<file path="src/rtl/dct_mac_sequencer.sv">
// dct_mac_sequencer: collects an 8-sample vector and drives eight 8-tap MAC passes, one per coefficient
//   clk, rst               : clock, asynchronous active-high reset
//   din/din_valid/din_ready: sample input handshake (accepted only in IDLE/LOAD)
//   mac_clr/mac_ena/mac_x  : MAC unit control and operand, coef_addr = {k, n}
//   mac_result             : MAC accumulator output, captured after MAC_LAT cycles
//   dout/dout_idx/dout_valid/dout_ready: coefficient output handshake
//   busy                   : high whenever not IDLE
module dct_mac_sequencer #(
    parameter int DW      = 8,
    parameter int RW      = 12,
    parameter int MAC_LAT = 2
) (
    input  logic          clk,
    input  logic          rst,
    input  logic [DW-1:0] din,
    input  logic          din_valid,
    output logic          din_ready,
    output logic          mac_clr,
    output logic          mac_ena,
    output logic [DW-1:0] mac_x,
    output logic [5:0]    coef_addr,
    input  logic [RW-1:0] mac_result,
    output logic [RW-1:0] dout,
    output logic [2:0]    dout_idx,
    output logic          dout_valid,
    input  logic          dout_ready,
    output logic          busy
);
    typedef enum logic [2:0] {IDLE, LOAD, MAC, WAIT, OUT} state_t;
    state_t state, state_nxt;
    logic [2:0] n, k;
    logic [1:0] w;
    logic [DW-1:0] smp [8];
    logic accept, last_wait;
    assign accept    = din_valid & din_ready;
    assign last_wait = (w == 2'(MAC_LAT - 1));
    always_ff @(posedge clk or posedge rst) begin
        if (rst) state <= IDLE;
        else     state <= state_nxt;
    end
    always_comb begin
        state_nxt = state;
        case (state)
            IDLE:    state_nxt = accept ? LOAD : IDLE;
            LOAD:    state_nxt = (accept && n == 3'd7) ? MAC : LOAD;
            MAC:     state_nxt = (n == 3'd7) ? WAIT : MAC;
            WAIT:    state_nxt = last_wait ? OUT : WAIT;
            OUT:     state_nxt = dout_ready ? ((k == 3'd7) ? IDLE : MAC) : OUT;
            default: state_nxt = IDLE;
        endcase
    end
    // n doubles as the load index and the tap index; both wrap to 0 on the way into MAC
    always_ff @(posedge clk or posedge rst) begin
        if (rst) begin
            n        <= '0;
            k        <= '0;
            w        <= '0;
            dout     <= '0;
            dout_idx <= '0;
            for (int i = 0; i < 8; i++) smp[i] <= '0;
        end else begin
            case (state)
                IDLE: if (accept) begin
                    smp[0] <= din;
                    n      <= 3'd1;
                    k      <= '0;
                end
                LOAD: if (accept) begin
                    smp[n] <= din;
                    n      <= n + 3'd1;
                end
                MAC: begin
                    n <= n + 3'd1;
                    w <= '0;
                end
                WAIT: begin
                    w <= w + 2'd1;
                    if (last_wait) begin
                        dout     <= mac_result;
                        dout_idx <= k;
                    end
                end
                OUT: if (dout_ready) k <= k + 3'd1;
                default: ;
            endcase
        end
    end
    // outputs decode registered state only; din_ready is also masked by rst so it drops immediately
    assign busy       = (state != IDLE);
    assign din_ready  = ~rst & (state == IDLE || state == LOAD);
    assign mac_ena    = (state == MAC);
    assign mac_clr    = mac_ena & (n == 3'd0);
    assign mac_x      = mac_ena ? smp[n] : '0;
    assign coef_addr  = mac_ena ? {k, n} : 6'd0;
    assign dout_valid = (state == OUT);
endmodule

</file>
<file path="config.mk">
export PLATFORM = sky130hd
export DESIGN_NAME = dct_mac_sequencer
export DESIGN_NICKNAME = d
export VERILOG_FILES = /design/src/rtl/dct_mac_sequencer.sv
export SDC_FILE = /design/constraint.sdc
export NUM_CORES = 1
export LEC_CHECK = 0
export ABC_AREA = 1
export BUFFER_PORTS_ARGS = -buffer_cell sky130_fd_sc_hd__clkbuf_2
export CAP_MARGIN = 15
export CELL_PAD_IN_SITES_DETAIL_PLACEMENT = 2
export CELL_PAD_IN_SITES_GLOBAL_PLACEMENT = 2
export CORE_UTILIZATION = 37
export DETAILED_ROUTE_END_ITERATION = 7
export PLACE_DENSITY = 0.88
export SLEW_MARGIN = 20
export SYNTH_ARGS = -nofsm -noshare
export SYNTH_HDL_FRONTEND = slang
export SYNTH_SLANG_ARGS = --single-unit
</file>
<file path="constraint.sdc">
create_clock -name clk -period 5.45 [get_ports clk]
set_input_delay 0.545 -clock clk [delete_from_list [all_inputs] [get_ports clk]]
set_output_delay 0.545 -clock clk [all_outputs]
set_load 0.01 [all_outputs]
</file>
# After elaboration in Yosys (flattened, before gate mapping)
# Index checks and enable logic that the tools add are counted.
[op_classes]
reduce_logical = 15
bitwise = 5
n_eq_ne = 10
n_lt_le_gt_ge = 2
n_mux = 25
add_sub_neg = 3
[ops]
columns = ["op", "count"]
rows = [
  ["$bwmux W64", 1],
  ["$mux W64", 1],
  ["$mux W8", 5],
  ["$bmux W8 S3", 1],
  ["$demux W8 S3", 1],
  ["$mux W3", 6],
  ["$pmux W8 S2", 1],
  ["$pmux W3 S5", 1],
  ["$eq A3 B3 Y1 const B", 3],
  ["$pmux W3 S3", 1],
  ["$reduce_and A3 Y1", 3],
  ["$add A3 B1 Y3 const B", 2],
  ["$eq A3 B2 Y1 const B", 2],
  ["$logic_not A3 Y1", 2],
  ["$mux W6", 1],
  ["$pmux W3 S2", 1],
  ["$reduce_bool A2 Y1", 3],
  ["$reduce_bool A3 Y1", 2],
  ["$ge A4 B4 Y1 const B", 1],
  ["$lt A4 B1 Y1 const B", 1],
  ["$mux W2", 2],
  ["$ne A2 B2 Y1 const B", 2],
  ["$not A3 Y4", 1],
  ["$pmux W2 S2", 1],
  ["10 further kinds", 15],
]
[totals]
regBits = 90
input_bits = 24
elab_cells = 74

# Depth between registers and ports, before layout
[logic_depth]
depth_word = 8
depth_mapped = 8
mapped_depth_nobuf = 7

# Worst setup path after synthesis
# Ideal clock, no wire load.
[synth_path]
kind = "in2reg"
startpoint = "input port rst"
endpoint = "register smp[48] in the netlist's numbering"
required_ps = 5329
arrival_time_ps = 3350
setup_slack_ps = 1980
setup_ps = 121
n_path_buf = 2
path_stages = 6
path_cell_list = "inv_1 > nand4_4 > buf_6 > clkbuf_2 > o21ai_0 > nand2_1"
[synth_between]
elab_chain_cells = 4
[synth_lines]
columns = ["element", "line_no", "source"]
rows = [
  ["start: declaration", "14", "input logic rst,"],
  ["$not A1 Y1", "90", "assign din_ready = ~rst & (state == IDLE || state == LOAD);"],
  ["$and A1 B1 Y1", "90", ""],
  ["$and A1 B1 Y1", "35", "assign accept = din_valid & din_ready;"],
  ["$reduce_and A2 Y1 (no source line)", "--", ""],
  ["end signal: indexed assignment", "69", "smp[n] <= din;"],
  ["end: declaration", "33", "logic [DW-1:0] smp [8];"],
]
# No other way between the ends.
# A chain may end at the register's enable or synchronous reset.

# Worst setup path in the final report
[layout_path]
startpoint = "register n[2]"
endpoint = "output port mac_x[2]"
[layout_between]
elab_chain_cells = 5
[layout_lines]
columns = ["element", "line_no", "source"]
rows = [
  ["start: declaration", "31", "logic [2:0] n, k;"],
  ["start signal: assignment", "70", "n <= n + 3'd1;"],
  ["start signal: assignment", "73", "n <= n + 3'd1;"],
  ["$not A3 Y4 (implied by the code)", "93", "assign mac_x = mac_ena ? smp[n] : '0;"],
  ["$bmux W8 S3", "93", ""],
  ["$mux W8 (implied by the code) (2 in a row)", "93", ""],
  ["$mux W8", "93", ""],
  ["end: declaration", "20", "output logic [DW-1:0] mac_x,"],
]
# No other way between the ends. The select of a mux whose other input is x is not followed.

==> results.ini <==
[cts]
cts_buffers=9
cts.path.max_buffers=2
clk_pin_slew_ns=0.07
holdBufCountCts=0
postCtsSetupBuffers=0
worstSkewPairLatency_ns=0.35
clock_tree.root_cell=clkbuf_16
cts-htree-levels=3
clkSinkCount=90
cts_tree=built
postCtsResizedCells=0

[global_route]
gr-usage-all-layers_pct=26.4
antenna_found_initial=0
grt_pass1_vias=4683
grt_max_degree=66
grt_pass1_wl_um=25800
overflow=0

[route]
ant_nets=0
wl_per_cell_um=19.7
viasPerCell=5.27
drc=0
dr_total_vias=4228
drtIter0Drc=258
drt_pass1_iterations=4
drt-total-wl_um=15800

[setup_path]
cp_slowest_cell=dfrtp_1
worstSetupPathType=reg -> out
regToRegStartpoint=n[2]
cp_top_family=flip-flops
end_kind=primary output
critPathLaunchType=flop
worst_ep_arrival_time_ns=2.44
cp_num_buf_inv=2
cp.required_ns=4.91
cpPeakStageDelay_ns=0.91
worstPathCellList=nand2_1 -> inv_2 -> nand3_1 -> nand3_1 -> nor2_1 -> nor2_1 -> clkbuf_2
r2r_cells=4
crit_fanout=23
reg2reg_slack_ns=3.15
r2r_end=smp[49]

[sta]
rsz0062_at_grt=false
finalCritPeriodShare_pct=54.7
slew_viol_final=0
fin_hold_ws_ns=0.188
setup_tns_ns=0
worst_slew_pin_slew_ns=0.894
hold_viol=0
fin_ws_ns=2.47
slew_headroom_pct=40.4
fin_crit_ns=2.98
setup_violations=0
timing.fmax_mhz=335
finalClockSkew_ns=0.00684

[pwr]
irDropWorstVdd_uv=226
power.leakage_uw=0.00275
power_uw=2900
power.density_nw_per_um2=548

[logic_synthesis]
syn_inst=594
synth_cell_type_count=28
ys_ff_latch=90
ys_warn_count=0
ys_seq_area_share_pct=48.4
avgSynthCellArea_um2=7.83
synth_fp_nets=624
syn-cell-area_um2=4650

[floorplanning]
die_w_um=114
rows=40
core_area_um2=12100
die_area_um2=13000
die_h_um=114
start_util_pct=38.4
ios=58

[placed_design]
dpl_cell_area_um2=4950
portBuffers=57
dpl.hpwl_um=10400
dpl_worst_slack_ns=2.86
gp_congestion=0.768

[final_layout]
fillers=1441
final_area_um2=5290
area_delta_synth_final_pct=13.9
layout_commonest_cell=nand2_1
drive_gt1_share_pct=16.4
nets=659
final_cell_mix=nand2_1 (190), dfrtp_1 (90), nand3_1 (78)
diodes=0

[outcome]
outcome=finished clean

[min_path]
min_path_type=in -> async

[run]
drv_cap=0

[Yosys cell counts]
cell	n	area, µm²
buf_4	4	30.0
inv_2	3	11.3
buf_6	4	45.0
dfrtp_1	90	2250
clkbuf_2	3	15.0
nand4_4	1	21.3
a21oi_1	1	5.00
nand3_2	2	20.0
nor2_4	3	33.8
o21ai_0	61	305
or2_0	1	6.26
or2_2	7	43.8
inv_1	56	210
o21ai_1	3	15.0
o22ai_1	1	6.26
nor2_1	25	93.8
nand4_1	19	119
nand2_1	190	713
nor2_2	5	31.3
nand2_2	2	12.5
clkbuf_1	2	7.51
buf_1	1	3.75
buf_2	21	105
inv_4	1	6.26
nor2_8	3	60.1
ha_1	6	75.1
nand2_4	1	11.3
nand3_1	78	390
[stage by stage]
| stage | instances | utilization, % |
|---|---|---|
| 2_1_floorplan | 594 | - |
| 3_3_place_gp | 786 | 40.9 |
| 3_5_place_dp | 786 | 40.9 |
| 4_1_cts | 802 | 43.7 |
| 5_1_grt | 802 | 43.7 |
| 6_report | 802 | 43.7 |
[power by group]
group	switching (µW)	internal, µW	total (µW)
sequential	156	936	1090
clock	275	439	714
combinational	773	322	1100
total	1200	1700	2900
[registers in the layout, indices dropped and copies added, names as in the netlist]
signal and flops:
smp 64, w 2, dout_idx 3, k 3
dout 12, state 3, n 3
[cell families (layout without fill, tap and decap cells)]
family	after synthesis	after routing	share of synthesized area (%)
compound gates	66	66	7.13
fa+ha+maj	6	6	1.61
buf+inv	95	135	9.34
flops	90	90	48.4
simple gates	337	337	33.5
[per-layer routing]
| metal | up-vias | global-route usage [%] | routed length, µm |
|---|---|---|---|
| met5 | - | 0 | 0 |
| met4 | 0 | 7.79 | 272 |
| met3 | 18 | 4.55 | 436 |
| met2 | 69 | 47.4 | 8360 |
| met1 | 2170 | 32.3 | 6740 |
| li1 | 1971 | - | - |
[layout make-up]
| cell class | instances | area (µm²) | area share (%) |
|---|---|---|---|
| flip-flops and latches | 90 | 2250 | 42.5 |
| clock inverters | 4 | 72.6 | 1.37 |
| multi-input cells | 409 | 1960 | 37.1 |
| clock buffers | 12 | 267 | 5.03 |
| inverters | 60 | 229 | 4.33 |
| well taps | 168 | 210 | 3.97 |
| repair buffers | 59 | 300 | 5.67 |
[worst max path at each step]
stage,start,to,slack (ns),depth (start not counted)
final,n[2],mac_x[2],2.47,7
after global routing,n[2],mac_x[2],2.33,7
after CTS,n[2],mac_x[5],2.46,6
after detailed placement,n[2],mac_x[1],2.86,6
after global placement,rst,smp[25],2.92,6
after floorplan,rst,smp[48],1.98,6
[worst reg2reg max path: stages (launching register included)]
cell     delay [ns]
dfrtp_1        0.70
nor2_2         0.72
nand2_1        0.37
o21ai_0        0.26
nand2_1        0.12
Power figures use the tool's default switching activity.
